## config.mk

```make
export PLATFORM = sky130hd
export DESIGN_NAME = hs_unit_shreg_arb_flat
export DESIGN_NICKNAME = d
export VERILOG_FILES = /design/src/rtl/hs_unit_shreg_arb_if.sv /design/src/rtl/hs_unit_shreg_arb.sv /design/src/flat_wrapper.sv
export SDC_FILE = /design/constraint.sdc
export NUM_CORES = 1
export LEC_CHECK = 0
export CAP_MARGIN = 10
export CORE_MARGIN = 3
export CORE_UTILIZATION = 35
export DETAILED_ROUTE_END_ITERATION = 12
export PLACE_DENSITY_LB_ADDON = 0.25
export REMOVE_ABC_BUFFERS = 1
export SLEW_MARGIN = 5
export SYNTH_ARGS = -nofsm -noshare
export SYNTH_HDL_FRONTEND = slang
export SYNTH_SLANG_ARGS = --single-unit
```

## constraint.sdc

```tcl
create_clock -name clk -period 4.2 [get_ports clk]
set_input_delay 1.26 -clock clk [delete_from_list [all_inputs] [get_ports clk]]
set_output_delay 1.26 -clock clk [all_outputs]
set_load 0.02 [all_outputs]
```

## src/rtl/hs_unit_shreg_arb_if.sv

```systemverilog
// Request/data/grant bundle between requesters and the shared-register arbiter.
// The lock vector exists only when HS_SHREG_ARB_LOCK_EN is defined.
interface hs_unit_shreg_arb_if #(
    parameter int  NUM_REQ   = 4,
    parameter type DATA_TYPE = logic [7:0]
);
    localparam int OW = $clog2(NUM_REQ);

    logic [NUM_REQ-1:0] req;
`ifdef HS_SHREG_ARB_LOCK_EN
    logic [NUM_REQ-1:0] lock;
`endif
    DATA_TYPE           din [NUM_REQ];
    logic               clr;
    logic [NUM_REQ-1:0] gnt;
    DATA_TYPE           dout;
    logic               dout_vld;
    logic [OW-1:0]      owner;
    logic               locked;

`ifdef HS_SHREG_ARB_LOCK_EN
    modport master (output req, lock, din, clr, input gnt, dout, dout_vld, owner, locked);
    modport slave  (input req, lock, din, clr, output gnt, dout, dout_vld, owner, locked);
`else
    modport master (output req, din, clr, input gnt, dout, dout_vld, owner, locked);
    modport slave  (input req, din, clr, output gnt, dout, dout_vld, owner, locked);
`endif
endinterface

```

## src/rtl/hs_unit_shreg_arb.sv

```systemverilog
// Round-robin arbiter/write sequencer in front of one shared data register.
// HS_SHREG_ARB_LOCK_EN enables the lock port, LOCKED state and MAX_LOCK bound.
//
// state     | meaning
// ST_ARB    | round-robin search from ptr each cycle
// ST_LOCKED | owner may keep writing until lock drops or MAX_LOCK grants reached
module hs_unit_shreg_arb #(
    parameter int       NUM_REQ     = 4,
    parameter type      DATA_TYPE   = logic [7:0],
    parameter DATA_TYPE RESET_VALUE = '0,
    parameter int       MAX_LOCK    = 4
) (
    input  logic               clk,
    input  logic               sclr,
    hs_unit_shreg_arb_if.slave bus
);
    localparam int PW = $clog2(NUM_REQ);

    logic [PW-1:0]      ptr_q;
    logic [PW-1:0]      owner_q;
    logic [PW-1:0]      win;
    logic [PW-1:0]      ptr_nxt;
    logic [NUM_REQ-1:0] cand;
    logic [NUM_REQ-1:0] gnt_c;
    logic               found;
    logic               hold;
    int                 idx;
    DATA_TYPE           dout_q;
    logic               vld_q;

`ifdef HS_SHREG_ARB_LOCK_EN
    typedef enum logic {ST_ARB, ST_LOCKED} state_t;

    localparam logic [7:0] LOCK_LIM = 8'(MAX_LOCK);

    state_t             state_q;
    state_t             state_d;
    logic [7:0]         cnt_q;
    logic [7:0]         cnt_d;
    logic [NUM_REQ-1:0] own_oh;

    assign own_oh = NUM_REQ'(1) << owner_q;
`endif

    always_comb begin
        cand  = bus.req;
        hold  = 1'b0;
        found = 1'b0;
        win   = ptr_q;
        idx   = 0;
`ifdef HS_SHREG_ARB_LOCK_EN
        hold = (state_q == ST_LOCKED) && bus.req[owner_q] && bus.lock[owner_q]
               && (cnt_q < LOCK_LIM);
        // Forced release: the exhausted owner yields whenever anyone else asks.
        if ((state_q == ST_LOCKED) && (cnt_q == LOCK_LIM) && ((bus.req & ~own_oh) != '0))
            cand[owner_q] = 1'b0;
`endif
        for (int k = 0; k < NUM_REQ; k++) begin
            idx = int'(ptr_q) + k;
            if (idx >= NUM_REQ)
                idx = idx - NUM_REQ;
            if (!found && cand[idx]) begin
                found = 1'b1;
                win   = PW'(idx);
            end
        end
        if (hold) begin
            found = 1'b1;
            win   = owner_q;
        end
    end

    always_comb begin
        gnt_c = '0;
        if (!sclr && !bus.clr && found)
            gnt_c[win] = 1'b1;
    end

    always_comb begin
        if (hold)
            ptr_nxt = ptr_q;
        else if (win == PW'(NUM_REQ - 1))
            ptr_nxt = '0;
        else
            ptr_nxt = win + PW'(1);
    end

`ifdef HS_SHREG_ARB_LOCK_EN
    always_ff @(posedge clk) begin
        if (sclr) begin
            state_q <= ST_ARB;
            cnt_q   <= '0;
        end else begin
            state_q <= state_d;
            cnt_q   <= cnt_d;
        end
    end

    always_comb begin
        state_d = state_q;
        cnt_d   = cnt_q;
        if (bus.clr) begin
            state_d = ST_ARB;
            cnt_d   = '0;
        end else if (hold) begin
            state_d = ST_LOCKED;
            cnt_d   = cnt_q + 8'd1;
        end else if (found && bus.lock[win]) begin
            state_d = ST_LOCKED;
            cnt_d   = 8'd1;
        end else begin
            state_d = ST_ARB;
            cnt_d   = '0;
        end
    end

    assign bus.locked = (state_q == ST_LOCKED);
`else
    assign bus.locked = 1'b0;
`endif

    always_ff @(posedge clk) begin
        if (sclr) begin
            dout_q  <= RESET_VALUE;
            vld_q   <= 1'b0;
            owner_q <= '0;
            ptr_q   <= '0;
        end else if (bus.clr) begin
            dout_q <= RESET_VALUE;
            vld_q  <= 1'b0;
        end else if (found) begin
            dout_q  <= bus.din[win];
            owner_q <= win;
            ptr_q   <= ptr_nxt;
            vld_q   <= 1'b1;
        end else begin
            vld_q <= 1'b0;
        end
    end

    assign bus.gnt      = gnt_c;
    assign bus.dout     = dout_q;
    assign bus.dout_vld = vld_q;
    assign bus.owner    = owner_q;

    a_gnt_onehot: assert property (@(posedge clk) $onehot0(bus.gnt));

endmodule

```

## src/flat_wrapper.sv

```systemverilog
// flat-port wrapper written by rule: the top's interface ports become plain ports
module hs_unit_shreg_arb_flat 
#(
    parameter int       NUM_REQ     = 4,
    parameter type      DATA_TYPE   = logic [7:0],
    parameter DATA_TYPE RESET_VALUE = '0,
    parameter int       MAX_LOCK    = 4
)
  (clk, sclr, bus_req, bus_din, bus_clr, bus_gnt, bus_dout, bus_dout_vld, bus_owner, bus_locked);
  hs_unit_shreg_arb_if #(.NUM_REQ(NUM_REQ), .DATA_TYPE(DATA_TYPE)) bus_i ();
  input  logic clk;
  input  logic sclr;
  input wire logic [$bits(bus_i.req)-1:0] bus_req;
  input wire logic [$bits(bus_i.din)-1:0] bus_din;
  input wire logic [$bits(bus_i.clr)-1:0] bus_clr;
  output wire logic [$bits(bus_i.gnt)-1:0] bus_gnt;
  output wire logic [$bits(bus_i.dout)-1:0] bus_dout;
  output wire logic [$bits(bus_i.dout_vld)-1:0] bus_dout_vld;
  output wire logic [$bits(bus_i.owner)-1:0] bus_owner;
  output wire logic [$bits(bus_i.locked)-1:0] bus_locked;
  assign bus_i.req = bus_req;
  assign bus_i.din = {>>{bus_din}};
  assign bus_i.clr = bus_clr;
  assign bus_gnt = bus_i.gnt;
  assign bus_dout = bus_i.dout;
  assign bus_dout_vld = bus_i.dout_vld;
  assign bus_owner = bus_i.owner;
  assign bus_locked = bus_i.locked;
  hs_unit_shreg_arb #(.NUM_REQ(NUM_REQ), .DATA_TYPE(DATA_TYPE), .RESET_VALUE(RESET_VALUE), .MAX_LOCK(MAX_LOCK)) u_core (.clk(clk), .sclr(sclr), .bus(bus_i));
endmodule
```

==> summary.md <==
For the number of sinks handled by clock tree synthesis, the log shows 13. Measured in cells, the most critical reg-to-reg path has a length of 7. Measured along the y axis, the die boundary spans 53.9 µm. The tools report the part of the Yosys area used for sequential elements as 0.323. The via total after detailed routing is 829, and the die width is 53.9 µm.

For this run, design rule violations remaining after detail routing come to 0. The run gives 1 as the number of H-tree levels. The largest incremental delay on the critical path was 0.43 ns. The tools report the total count of hold-check failures in the final report as 0. Setup repair after global routing could not meet its margin everywhere. The number of failing setup endpoints in the final timing report came out at 0.

The number of antenna diodes in the final layout is 0. Among the stages of the critical path, the cell type that occurs most often is buf_4. STA puts the critical path data arrival time at 2.89 ns.

The gate count of the mapped netlist is 70, and the number of antenna violations at the first check in global routing is 0. The tools report the later-pin clock latency in the skew report as 0.28 ns. For the detailed-placement wirelength estimate, the log shows 2080 µm. The worst hold path terminates at u_core.bus.dout[5].

The tools report the overall die area as 2910 µm². Traced cell by cell, the critical path runs through clkdlybuf4s50_1, buf_4, nor2b_2, o21ai_2, o221a_4, buf_4, ha_1, and2_1, buf_4. The tools report the number of standard cells in the final layout excluding fillers as 166.

Yosys printed 0 warnings. Once placement finished, the instance area stood at 1440 µm². The max-slew violation total from the final report was 0.

After layout, the design draws a total of 406 µW. The run gives 860 as the number of global-route vias before repair. The logs give 2060 µm² for the total core area and 0.622 nW for the static power due to leakage.

In this run the remaining antenna-violating nets after routing total 0. Prior to clock tree synthesis, the placed netlist has a worst setup slack of -0.558 ns. The final critical-path required period is 4.15 ns.

Global routing finished with a remaining overflow of 0. TritonCTS built the clock tree. In this run the worst hold path is classified as flop to flop. The run gives 0 as the number of max-cap violations. Setup slack of the most critical reg-to-reg path: 2.09 ns.

The logs give 0.390 for the initial cell density of the core and 0.737 for the global placement routability congestion. The number of DRC violations after detailed-routing iteration 0 was 4; the overall fraction of global-route tracks in use was 0.200. Placed cell count: 160. VDD sags by at most 0.235 mV. The flow ran to the end, and the final reports show no timing, DRC or antenna violations. The type of the setup path with the least slack was input port to output pin. In this run the tool buffered the top-level ports with 53 buffer cells. STA classifies the critical path endpoint as an output pin. 55 I/O pins were placed.

The startpoint identified for the worst register-to-register timing path is u_core.ptr_q[1]. The endpoint identified for the worst register-to-register timing path is u_core.bus.dout[5]. The worst setup path is launched from an input port.

The worst hold path depth works out to 1. In this run the mean area of a mapped cell was 11.5 µm². The first global-routing pass estimated 4040 µm of wire. The library cell contributing the largest single delay on the critical path is clkdlybuf4s50_1. The tools report the pin count of the biggest net entering global routing as 9. The run gives 2.94 ns as the required time reported for the critical path endpoint. The share of post-route cells with drive strength above 1 works out to 0.295. The worst hold path startpoint is u_core.bus.dout[5]. After routing the design area is 1500 µm². The per-cell routed wire length works out to 16.1 µm. TritonCTS created 3 clock buffers.

The floorplan has 16 rows. For this run, the post-layout net count is 183. The maximum root-to-sink buffer count came out at 2.

The pre-antenna-repair detailed-routing pass consisted of 4 iterations. The tree is rooted in a clkbuf_4. Dividing total power by cell area gives a power density of 272 nW/µm². Static timing analysis puts the maximum clock frequency at 241 MHz.

The slew of the pin with the lowest slew margin came out at 0.637 ns. The area growth from synthesis to layout is 85.8%. Headroom to the max-slew limit: 0.574. Across all hold checks on the routed design, the worst slack comes to 0.481 ns.

For this block, the routed nets add up to 2670 µm of wire. After detailed routing, the number of vias per cell comes to 4.99. The post-synthesis cell type count is 26. The most critical setup path has its startpoint at bus_req[2].

Of all nets on the critical path, the largest fanout is 3. The cell area that synthesis handed to floorplanning was 805 µm². Clock-pin slew was measured on the worst setup and hold paths at 0.08 ns. The post-route fraction of the period consumed by the critical path is 0.989.

For the setup skew after layout, the log shows 0.00492 ns. After synthesis the netlist holds a flip-flop and latch count of 13. Once routing completed, OpenROAD measured the worst setup slack at 0.0469 ns.
routing by layer:
metal / routed length [µm] / up-vias / global-route usage
met2: 1510 / 31 / 0.373
met4: 25 / 0 / 0.0511
li1: - / 402 / -
met3: 193 / 4 / 0.0720
met1: 941 / 392 / 0.209
met5: 0 / - / 0
worst max-delay path by stage:
stage                 endpoint
global route        bus_gnt[1]
global placement    bus_gnt[0]
CTS                 bus_gnt[1]
detailed placement  bus_gnt[0]
floorplan           bus_gnt[1]
finish              bus_gnt[1]
synth_stat cells, drive strengths merged:
| cell | n | share of area |
|---|---|---|
| dfxtp | 13 | 0.32 |
| a22o | 8 | 0.087 |
| mux4 | 8 | 0.22 |
| nor2 | 6 | 0.028 |
| and2 | 4 | 0.031 |
| ha | 4 | 0.062 |
| inv | 3 | 0.020 |
| mux2i | 3 | 0.037 |
| nor2b | 3 | 0.023 |
| a21oi | 2 | 0.017 |
| buf | 2 | 0.023 |
| nand2 | 2 | 0.0093 |
| nor3 | 2 | 0.012 |
| o21ai | 2 | 0.012 |
| a211oi | 1 | 0.0093 |
| and3b | 1 | 0.012 |
| clkbuf | 1 | 0.0047 |
| conb | 1 | 0.0047 |
| nor3b | 1 | 0.016 |
| nor4 | 1 | 0.0078 |
| o221a | 1 | 0.025 |
| or4 | 1 | 0.0093 |
state kept, by name, summed over array words and instances, names as in the netlist:
signal               count
u_core.bus.dout          8
u_core.bus.owner         2
u_core.ptr_q             2
u_core.bus.dout_vld      1
logic make-up after synthesis:
family	after synthesis	share of synthesized area
buffers and inverters	6	0.0482
AND/OR/NAND/NOR	21	0.149
adder cells (fa/ha/maj)	4	0.0622
multiplexers	11	0.261
AO/OA/AOI/OAI	14	0.151
other	1	0.00466
flip-flops	13	0.323
power breakdown:
part / total [mW] / internal [mW] / switching, mW / leakage (nW)
clock network: 0.0790 / 0.0369 / 0.0421 / 0.0150
logic: 0.184 / 0.112 / 0.0721 / 0.500
registers: 0.143 / 0.134 / 0.00844 / 0.107
total: 0.406 / 0.283 / 0.123 / 0.622
worst max-delay path: cells and delay by family:
| family | cells | cell delay [ns] |
|---|---|---|
| and+or+nand+nor | 2 | 0.27 |
| AOI/OAI and AO/OA | 2 | 0.38 |
| adders and majority gates | 1 | 0.13 |
| buffers and inverters | 4 | 0.85 |
timing repair:
item	4_1_cts	5_1_grt
buffers inserted	2	0
cloned	0	0
hold endpoints to repair	0	0
hold buffers	0	0
resized for setup	25	2
setup endpoints to repair	4	4
pin swaps	2	1
cells in the final DEF, fill, tap and decap left out:
master            n
nor2b_2           1
and3b_2           1
nand2_1           1
nand2_4           1
inv_6             1
a21oi_1           1
nor2b_4           1
mux2i_1           3
dlygate4sd2_1     2
nor3_2            1
nor3b_2           1
and2_1            4
nor3_1            1
inv_1             2
ha_1              4
o221a_4           1
conb_1            1
mux4_2            8
a211oi_1          1
nor2_1            6
a22o_1            8
nor4_1            1
o21ai_2           1
clkdlybuf4s50_1  47
a21oi_2           1
nor2b_1           1
buf_4            16
o21ai_0           1
clkbuf_1          1
or4_4             1
buf_2             3
clkbuf_4          3
dfxtp_1          13
layout make-up:
class / instances / area, µm²
tap: 27 / 33.8
clock buffer: 4 / 26.3
fill: 163 / 567
timing repair buffer: 68 / 623
inverter: 3 / 16.3
sequential: 13 / 260
multi-input combinational: 51 / 536
per-stage QoR:
step                setup TNS [ns]   util
floorplan                        0      -
global placement             -2.08  0.700
detailed placement           -2.16  0.700
CTS                              0  0.721
global route               -0.0298  0.725
finish                           0  0.725
Note: power is estimated with default switching activity, not from simulation.
